$ cat src/rtl/alu_pkg.sv
// Shared definitions for the 4-bit ALU and its issue/writeback sequencer:
// opcode map, compare-group boundary and sequencer FSM encoding.
package alu_pkg;

  localparam int OPC_W = 4;

  localparam logic [OPC_W-1:0] OP_SHL = 4'b0000;
  localparam logic [OPC_W-1:0] OP_SHR = 4'b0001;
  localparam logic [OPC_W-1:0] OP_ROL = 4'b0010;
  localparam logic [OPC_W-1:0] OP_ROR = 4'b0011;
  localparam logic [OPC_W-1:0] OP_ADD = 4'b0100;
  localparam logic [OPC_W-1:0] OP_INC = 4'b0101;
  localparam logic [OPC_W-1:0] OP_SUB = 4'b0110;
  localparam logic [OPC_W-1:0] OP_DEC = 4'b0111;
  localparam logic [OPC_W-1:0] OP_AND = 4'b1000;
  localparam logic [OPC_W-1:0] OP_OR  = 4'b1001;
  localparam logic [OPC_W-1:0] OP_XOR = 4'b1010;
  localparam logic [OPC_W-1:0] OP_NOT = 4'b1011;
  localparam logic [OPC_W-1:0] OP_EQ  = 4'b1100;
  localparam logic [OPC_W-1:0] OP_NE  = 4'b1101;
  localparam logic [OPC_W-1:0] OP_GT  = 4'b1110;
  localparam logic [OPC_W-1:0] OP_LT  = 4'b1111;

  // Opcodes at or above this value are compares and never update the accumulator.
  localparam logic [OPC_W-1:0] OP_CMP_BASE = 4'b1100;

  typedef enum logic [1:0] {
    ST_IDLE = 2'd0,
    ST_EXEC = 2'd1,
    ST_RESP = 2'd2
  } state_t;

  function automatic logic is_cmp(input logic [OPC_W-1:0] op);
    return op >= OP_CMP_BASE;
  endfunction

endpackage

$ cat src/rtl/alu_op_sequencer_if.sv
// Command, ALU-operand and result bundle of the ALU op sequencer.
// master = surrounding logic (command source, ALU, result sink); slave = sequencer.
interface alu_op_sequencer_if
  import alu_pkg::*;
#(
  parameter int WIDTH = 4
) ();

  logic             in_valid;
  logic             in_ready;
  logic             in_load;
  logic             in_clear;
  logic [OPC_W-1:0] in_opcode;
  logic [WIDTH-1:0] in_b;

  logic [WIDTH-1:0] alu_a;
  logic [WIDTH-1:0] alu_b;
  logic [OPC_W-1:0] alu_opcode;
  logic [WIDTH-1:0] alu_out;
  logic             alu_z;
  logic             alu_c;

  logic             res_valid;
  logic             res_ready;
  logic [WIDTH-1:0] res_data;
  logic             res_z;
  logic             res_c;
  logic [WIDTH-1:0] acc;

  modport master (
    output in_valid, in_load, in_clear, in_opcode, in_b,
    output alu_out, alu_z, alu_c, res_ready,
    input  in_ready, alu_a, alu_b, alu_opcode,
    input  res_valid, res_data, res_z, res_c, acc
  );

  modport slave (
    input  in_valid, in_load, in_clear, in_opcode, in_b,
    input  alu_out, alu_z, alu_c, res_ready,
    output in_ready, alu_a, alu_b, alu_opcode,
    output res_valid, res_data, res_z, res_c, acc
  );

endinterface

$ cat src/rtl/alu_op_sequencer.sv
// Issue/writeback stage for the 4-bit ALU: holds the accumulator, presents
// registered operands for ALU_LAT cycles, then captures and returns the result.
module alu_op_sequencer
  import alu_pkg::*;
#(
  parameter int WIDTH   = 4,
  parameter int ALU_LAT = 1,
  parameter bit ACC_WB  = 1'b1
) (
  input logic              clk,
  input logic              rst,
  alu_op_sequencer_if.slave bus
);

  localparam int CNT_W = (ALU_LAT > 1) ? $clog2(ALU_LAT) : 1;

  state_t           state;
  logic [CNT_W-1:0] cnt;
  logic [WIDTH-1:0] acc_q;
  logic [WIDTH-1:0] b_q;
  logic [OPC_W-1:0] opcode_q;
  logic [WIDTH-1:0] res_data_q;
  logic             res_z_q;
  logic             res_c_q;
  logic             in_ready_w;

  // A clear request blocks acceptance in the same cycle it zeroes the accumulator.
  assign in_ready_w = (state == ST_IDLE) && !bus.in_clear && !rst;

  // NOTE: every register below is written with <= so all of them update from
  // the same pre-edge values; a blocking = here would chain updates in order.
  always_ff @(posedge clk or posedge rst) begin
    if (rst) begin
      state      <= ST_IDLE;
      cnt        <= '0;
      acc_q      <= '0;
      b_q        <= '0;
      opcode_q   <= '0;
      res_data_q <= '0;
      res_z_q    <= 1'b0;
      res_c_q    <= 1'b0;
    end else begin
      case (state)
        ST_IDLE: begin
          if (bus.in_clear) begin
            acc_q <= '0;
          end else if (bus.in_valid && in_ready_w) begin
            if (bus.in_load) begin
              acc_q      <= bus.in_b;
              res_data_q <= bus.in_b;
              res_z_q    <= (bus.in_b == '0);
              res_c_q    <= 1'b0;
              state      <= ST_RESP;
            end else begin
              opcode_q <= bus.in_opcode;
              b_q      <= bus.in_b;
              cnt      <= CNT_W'(ALU_LAT - 1);
              state    <= ST_EXEC;
            end
          end
        end

        ST_EXEC: begin
          if (cnt != '0) begin
            cnt <= cnt - CNT_W'(1);
          end else begin
            res_data_q <= bus.alu_out;
            res_z_q    <= bus.alu_z;
            res_c_q    <= bus.alu_c;
            if (ACC_WB && !is_cmp(opcode_q)) acc_q <= bus.alu_out;
            state <= ST_RESP;
          end
        end

        ST_RESP: begin
          if (bus.res_ready) state <= ST_IDLE;
        end

        default: state <= ST_IDLE;
      endcase
    end
  end

  assign bus.in_ready   = in_ready_w;
  assign bus.alu_a      = acc_q;
  assign bus.alu_b      = b_q;
  assign bus.alu_opcode = opcode_q;
  assign bus.res_valid  = (state == ST_RESP);
  assign bus.res_data   = res_data_q;
  assign bus.res_z      = res_z_q;
  assign bus.res_c      = res_c_q;
  assign bus.acc        = acc_q;

endmodule

$ cat src/flat_wrapper.sv
// flat-port wrapper written by rule: the top's interface ports become plain ports
module alu_op_sequencer_flat import alu_pkg::*;
#(
  parameter int WIDTH   = 4,
  parameter int ALU_LAT = 1,
  parameter bit ACC_WB  = 1'b1
)
  (clk, rst, bus_in_valid, bus_in_load, bus_in_clear, bus_in_opcode, bus_in_b, bus_alu_out, bus_alu_z, bus_alu_c, bus_res_ready, bus_in_ready, bus_alu_a, bus_alu_b, bus_alu_opcode, bus_res_valid, bus_res_data, bus_res_z, bus_res_c, bus_acc);
  alu_op_sequencer_if #(.WIDTH(WIDTH)) bus_i ();
  input logic clk;
  input logic rst;
  input wire logic [$bits(bus_i.in_valid)-1:0] bus_in_valid;
  input wire logic [$bits(bus_i.in_load)-1:0] bus_in_load;
  input wire logic [$bits(bus_i.in_clear)-1:0] bus_in_clear;
  input wire logic [$bits(bus_i.in_opcode)-1:0] bus_in_opcode;
  input wire logic [$bits(bus_i.in_b)-1:0] bus_in_b;
  input wire logic [$bits(bus_i.alu_out)-1:0] bus_alu_out;
  input wire logic [$bits(bus_i.alu_z)-1:0] bus_alu_z;
  input wire logic [$bits(bus_i.alu_c)-1:0] bus_alu_c;
  input wire logic [$bits(bus_i.res_ready)-1:0] bus_res_ready;
  output wire logic [$bits(bus_i.in_ready)-1:0] bus_in_ready;
  output wire logic [$bits(bus_i.alu_a)-1:0] bus_alu_a;
  output wire logic [$bits(bus_i.alu_b)-1:0] bus_alu_b;
  output wire logic [$bits(bus_i.alu_opcode)-1:0] bus_alu_opcode;
  output wire logic [$bits(bus_i.res_valid)-1:0] bus_res_valid;
  output wire logic [$bits(bus_i.res_data)-1:0] bus_res_data;
  output wire logic [$bits(bus_i.res_z)-1:0] bus_res_z;
  output wire logic [$bits(bus_i.res_c)-1:0] bus_res_c;
  output wire logic [$bits(bus_i.acc)-1:0] bus_acc;
  assign bus_i.in_valid = bus_in_valid;
  assign bus_i.in_load = bus_in_load;
  assign bus_i.in_clear = bus_in_clear;
  assign bus_i.in_opcode = bus_in_opcode;
  assign bus_i.in_b = bus_in_b;
  assign bus_i.alu_out = bus_alu_out;
  assign bus_i.alu_z = bus_alu_z;
  assign bus_i.alu_c = bus_alu_c;
  assign bus_i.res_ready = bus_res_ready;
  assign bus_in_ready = bus_i.in_ready;
  assign bus_alu_a = bus_i.alu_a;
  assign bus_alu_b = bus_i.alu_b;
  assign bus_alu_opcode = bus_i.alu_opcode;
  assign bus_res_valid = bus_i.res_valid;
  assign bus_res_data = bus_i.res_data;
  assign bus_res_z = bus_i.res_z;
  assign bus_res_c = bus_i.res_c;
  assign bus_acc = bus_i.acc;
  alu_op_sequencer #(.WIDTH(WIDTH), .ALU_LAT(ALU_LAT), .ACC_WB(ACC_WB)) u_core (.clk(clk), .rst(rst), .bus(bus_i));
endmodule
$ cat config.mk
export PLATFORM = sky130hd
export DESIGN_NAME = alu_op_sequencer_flat
export DESIGN_NICKNAME = d
export VERILOG_FILES = /design/src/rtl/alu_pkg.sv /design/src/rtl/alu_op_sequencer_if.sv /design/src/rtl/alu_op_sequencer.sv /design/src/flat_wrapper.sv
export SDC_FILE = /design/constraint.sdc
export NUM_CORES = 1
export LEC_CHECK = 0
export CAP_MARGIN = 20
export CORE_MARGIN = 4
export CORE_UTILIZATION = 44
export DETAILED_ROUTE_END_ITERATION = 8
export PLACE_DENSITY = 0.84
export REMOVE_ABC_BUFFERS = 1
export SLEW_MARGIN = 10
export SYNTH_ARGS = -nofsm -noshare
export SYNTH_HDL_FRONTEND = slang
export SYNTH_SLANG_ARGS = --single-unit
$ cat constraint.sdc
create_clock -name clk -period 3 [get_ports clk]
set_clock_uncertainty 0.05 [all_clocks]
set_input_delay 0.45 -clock clk [delete_from_list [all_inputs] [get_ports clk]]
set_output_delay 0.45 -clock clk [all_outputs]
set_load 0.05 [all_outputs]
==> impl_metrics.csv <==
group,metric,value,unit
status,status,"complete, no violations",
cells_and_area,fillerInstances,178,
flow_run,maxCapViolations,0,
timing,min_period,2.41,ns
timing,worst_slew_pin_slew,0.746,ns
floorplanning,dieHeight,55.5,um
floorplanning,start_util,48.5,%
timing,relSlewSlack,50.2,%
placement,io_buffers,43,
timing,setup_violations,0,
power,irDropWorstVdd,0.601,mV
global_routing,grt-busiest-layer,"met2",
route,drtPass1Iterations,6,
logic_synthesis,async_reset_ff_share,100,%
placement,place_hpwl,1830,um
logic_synthesis,ys_top_cells_by_area,"dfrtp_1, mux2_2, buf_4",
placement,gp_routability_congestion,0.787,
worst_hold_path,min_to,"u_core.bus.res_data[1]",
floorplanning,core,2040,um^2
global_routing,grt_pass1_wl,3750,um
logic_synthesis,synth-edff-count,0,
logic_synthesis,synthCells,79,
global_routing,use_met1,15.6,%
clocking,cts_inserted_buffers,3,
floorplanning,io_pins,44,
clocking,cts_root_buf,"clkbuf_4",
route,via_per_inst,5.19,
global_routing,grt_max_degree,21,
logic_synthesis,synth_ff_type,"dfrtp_1",
worst_hold_path,holdCritStartpoint,"u_core.bus.res_data[1]",
logic_synthesis,synth_area_per_cell,12.5,um^2
power,leakagePower,0.641,nW
power,power_density,766,nW/um^2
timing,rsz0062_at_grt,"no",
global_routing,grt_pass1_vias,832,
floorplanning,fp.dieArea,3080,um^2
global_routing,gr-usage-met3,5.83,%
setup_path,worstPathRequired,2.50,ns
setup_path,rr_worst_depth,3,
logic_synthesis,synth_most_common_cell,"dfrtp_1",
route,ant_nets,0,
timing,fin_crit_sh,80.3,%
clocking,path_clk_slew,0.11,ns
logic_synthesis,synth_commonest_cells,"dfrtp_1, mux2_2, inv_1, buf_4, o21ai_0",
logic_synthesis,seq_area_frac_synth,50.5,%
worst_hold_path,hold_class,"reg2reg",
logic_synthesis,ys_seq_elements,20,
clocking,tritoncts,"built",
cells_and_area,fin_area,1450,um^2
clocking,cts.sinks,20,
clocking,clkLatencyLatePin,0.31,ns
route,drc,0,
setup_path,critPathCaptureType,"output pin",
global_routing,use_met2,29.1,%
logic_synthesis,synth.cell_area,991,um^2
route,drtIter0Drc,7,
setup_path,rrSetupSlack,1.07,ns
cells_and_area,seq_area,500,um^2
clocking,htree_levels,1,
timing,timing.fmax,415,MHz
timing,tns,0,ns
cells_and_area,fin_util,71.1,%
timing,finalHoldViolations,0,
global_routing,overflow,0,
cells_and_area,syn_to_final_growth,46.5,%
placement,place_area,1400,um^2
clocking,clockBufferDepth,2,
logic_synthesis,synth_top_area_share,50.5,%
setup_path,cp_max_fo,9,
floorplanning,row_count,16,
cells_and_area,drive_gt1_share,21.8,%
timing,slew_viol_final,0,
global_routing,antenna_found_initial,0,
route,vias,758,
setup_path,cp_data_arrival_time,1.91,ns
clocking,cts_hold_buf,0,
route,drt-wirelength-per-cell,15.8,um
cells_and_area,diodes,0,
setup_path,crit_path_start_kind,"register",
setup_path,crit_type,"reg2out",
cells_and_area,num-nets-final,140,
logic_synthesis,yosys.area.top_type,"dfrtp_1",
clocking,post_cts_resized,0,
floorplanning,fp.dieW,55.5,um
clocking,cts_setup_buffers,0,
global_routing,grtUsageTotal,15.6,%
worst_hold_path,worstHoldPathCells,1,
setup_path,regToRegStartpoint,"u_core.state[0]",
logic_synthesis,synth.distinct_cells,20,
cells_and_area,multi_input_area,403,um^2
route,wirelength,2310,um
setup_path,regToRegEndpoint,"u_core.bus.res_z",
logic_synthesis,yosys_warnings,0,
## final cells by class
class | instances | share of cell area [%]
well taps | 27 | 2.33
inverters | 9 | 2.33
multi-input cells | 43 | 27.8
clock buffers | 3 | 1.55
clock inverters | 1 | 2.07
flip-flops and latches | 20 | 34.5
repair buffers | 43 | 29.5
## cell usage in the layout, fill, tap and decap left out, drive strengths merged
cell and instances:
o31ai 4, o21ai 5, o31a 1, clkbuf 3, bufinv 1, inv 9, mux2 18, clkdlybuf4s50 42
nor4 2, a31oi 1, dfrtp 20, nor2b 2, buf 1, nand2 1, and3b 1, a21oi 1
nand3b 5, a21o 1, nand4bb 1
## layer usage
metal  up-vias  part of all wire (%)  wire length (um)
li1        351                     -                 -
met1       376                    38               867
met2        27                    54              1240
met3         4                   7.6               176
met4         0                   1.3                29
met5         -                     0                 0
## cell families after synthesis
kind of cell	share of synthesized area (%)
AOI/OAI and AO/OA	8.71
buffers and inverters	8.84
DFF	50.5
muxes	20.5
and+or+nand+nor	11.5
## state kept, by name (all words and copies together), names as in the netlist
register	cells
u_core.bus.alu_b	4
u_core.bus.alu_opcode	4
u_core.bus.res_data	4
u_core.bus.res_z	1
u_core.bus.res_c	1
u_core.state	2
u_core.bus.acc	4
## metrics by stage
| step | total power (W) | setup WS (ns) | hold slack [ns] | instances |
|---|---|---|---|---|
| floorplan | 0.000701 | 1.06 | 0.364 | 72 |
| global placement | 0.000889 | 0.861 | 0.437 | 142 |
| detailed placement | 0.000898 | 0.794 | 0.445 | 142 |
| CTS | 0.00112 | 0.597 | 0.475 | 146 |
| global route | 0.00116 | 0.513 | 0.500 | 146 |
| finish | 0.00111 | 0.591 | 0.475 | 146 |
## where the power goes
part | switching (W) | total [W] | internal, W | leakage, nW
clock | 0.0000867 | 0.000222 | 0.000135 | 0.0279
combinational | 0.000326 | 0.000520 | 0.000193 | 0.364
sequential | 0.0000403 | 0.000370 | 0.000330 | 0.249
## critical path, stage by stage (launching register included)
cell and delay (ns):
dfrtp_1 0.55, nor2b_1 0.23, clkdlybuf4s50_1 0.83
## worst max path at each step
stage               startpoint             endpoint  slack [ns]  cells past startpoint
2_1_floorplan  u_core.state[0]  u_core.bus.alu_b[0]        1.06                      3
3_3_place_gp      bus_in_clear     u_core.bus.res_z        0.86                      4
3_5_place_dp      bus_in_clear     u_core.bus.res_z        0.79                      4
4_1_cts        u_core.state[1]        bus_res_valid        0.60                      2
5_1_grt        u_core.state[0]        bus_res_valid        0.51                      2
6_report       u_core.state[1]        bus_res_valid        0.59                      2
Note: power is estimated with default switching activity, not from simulation.
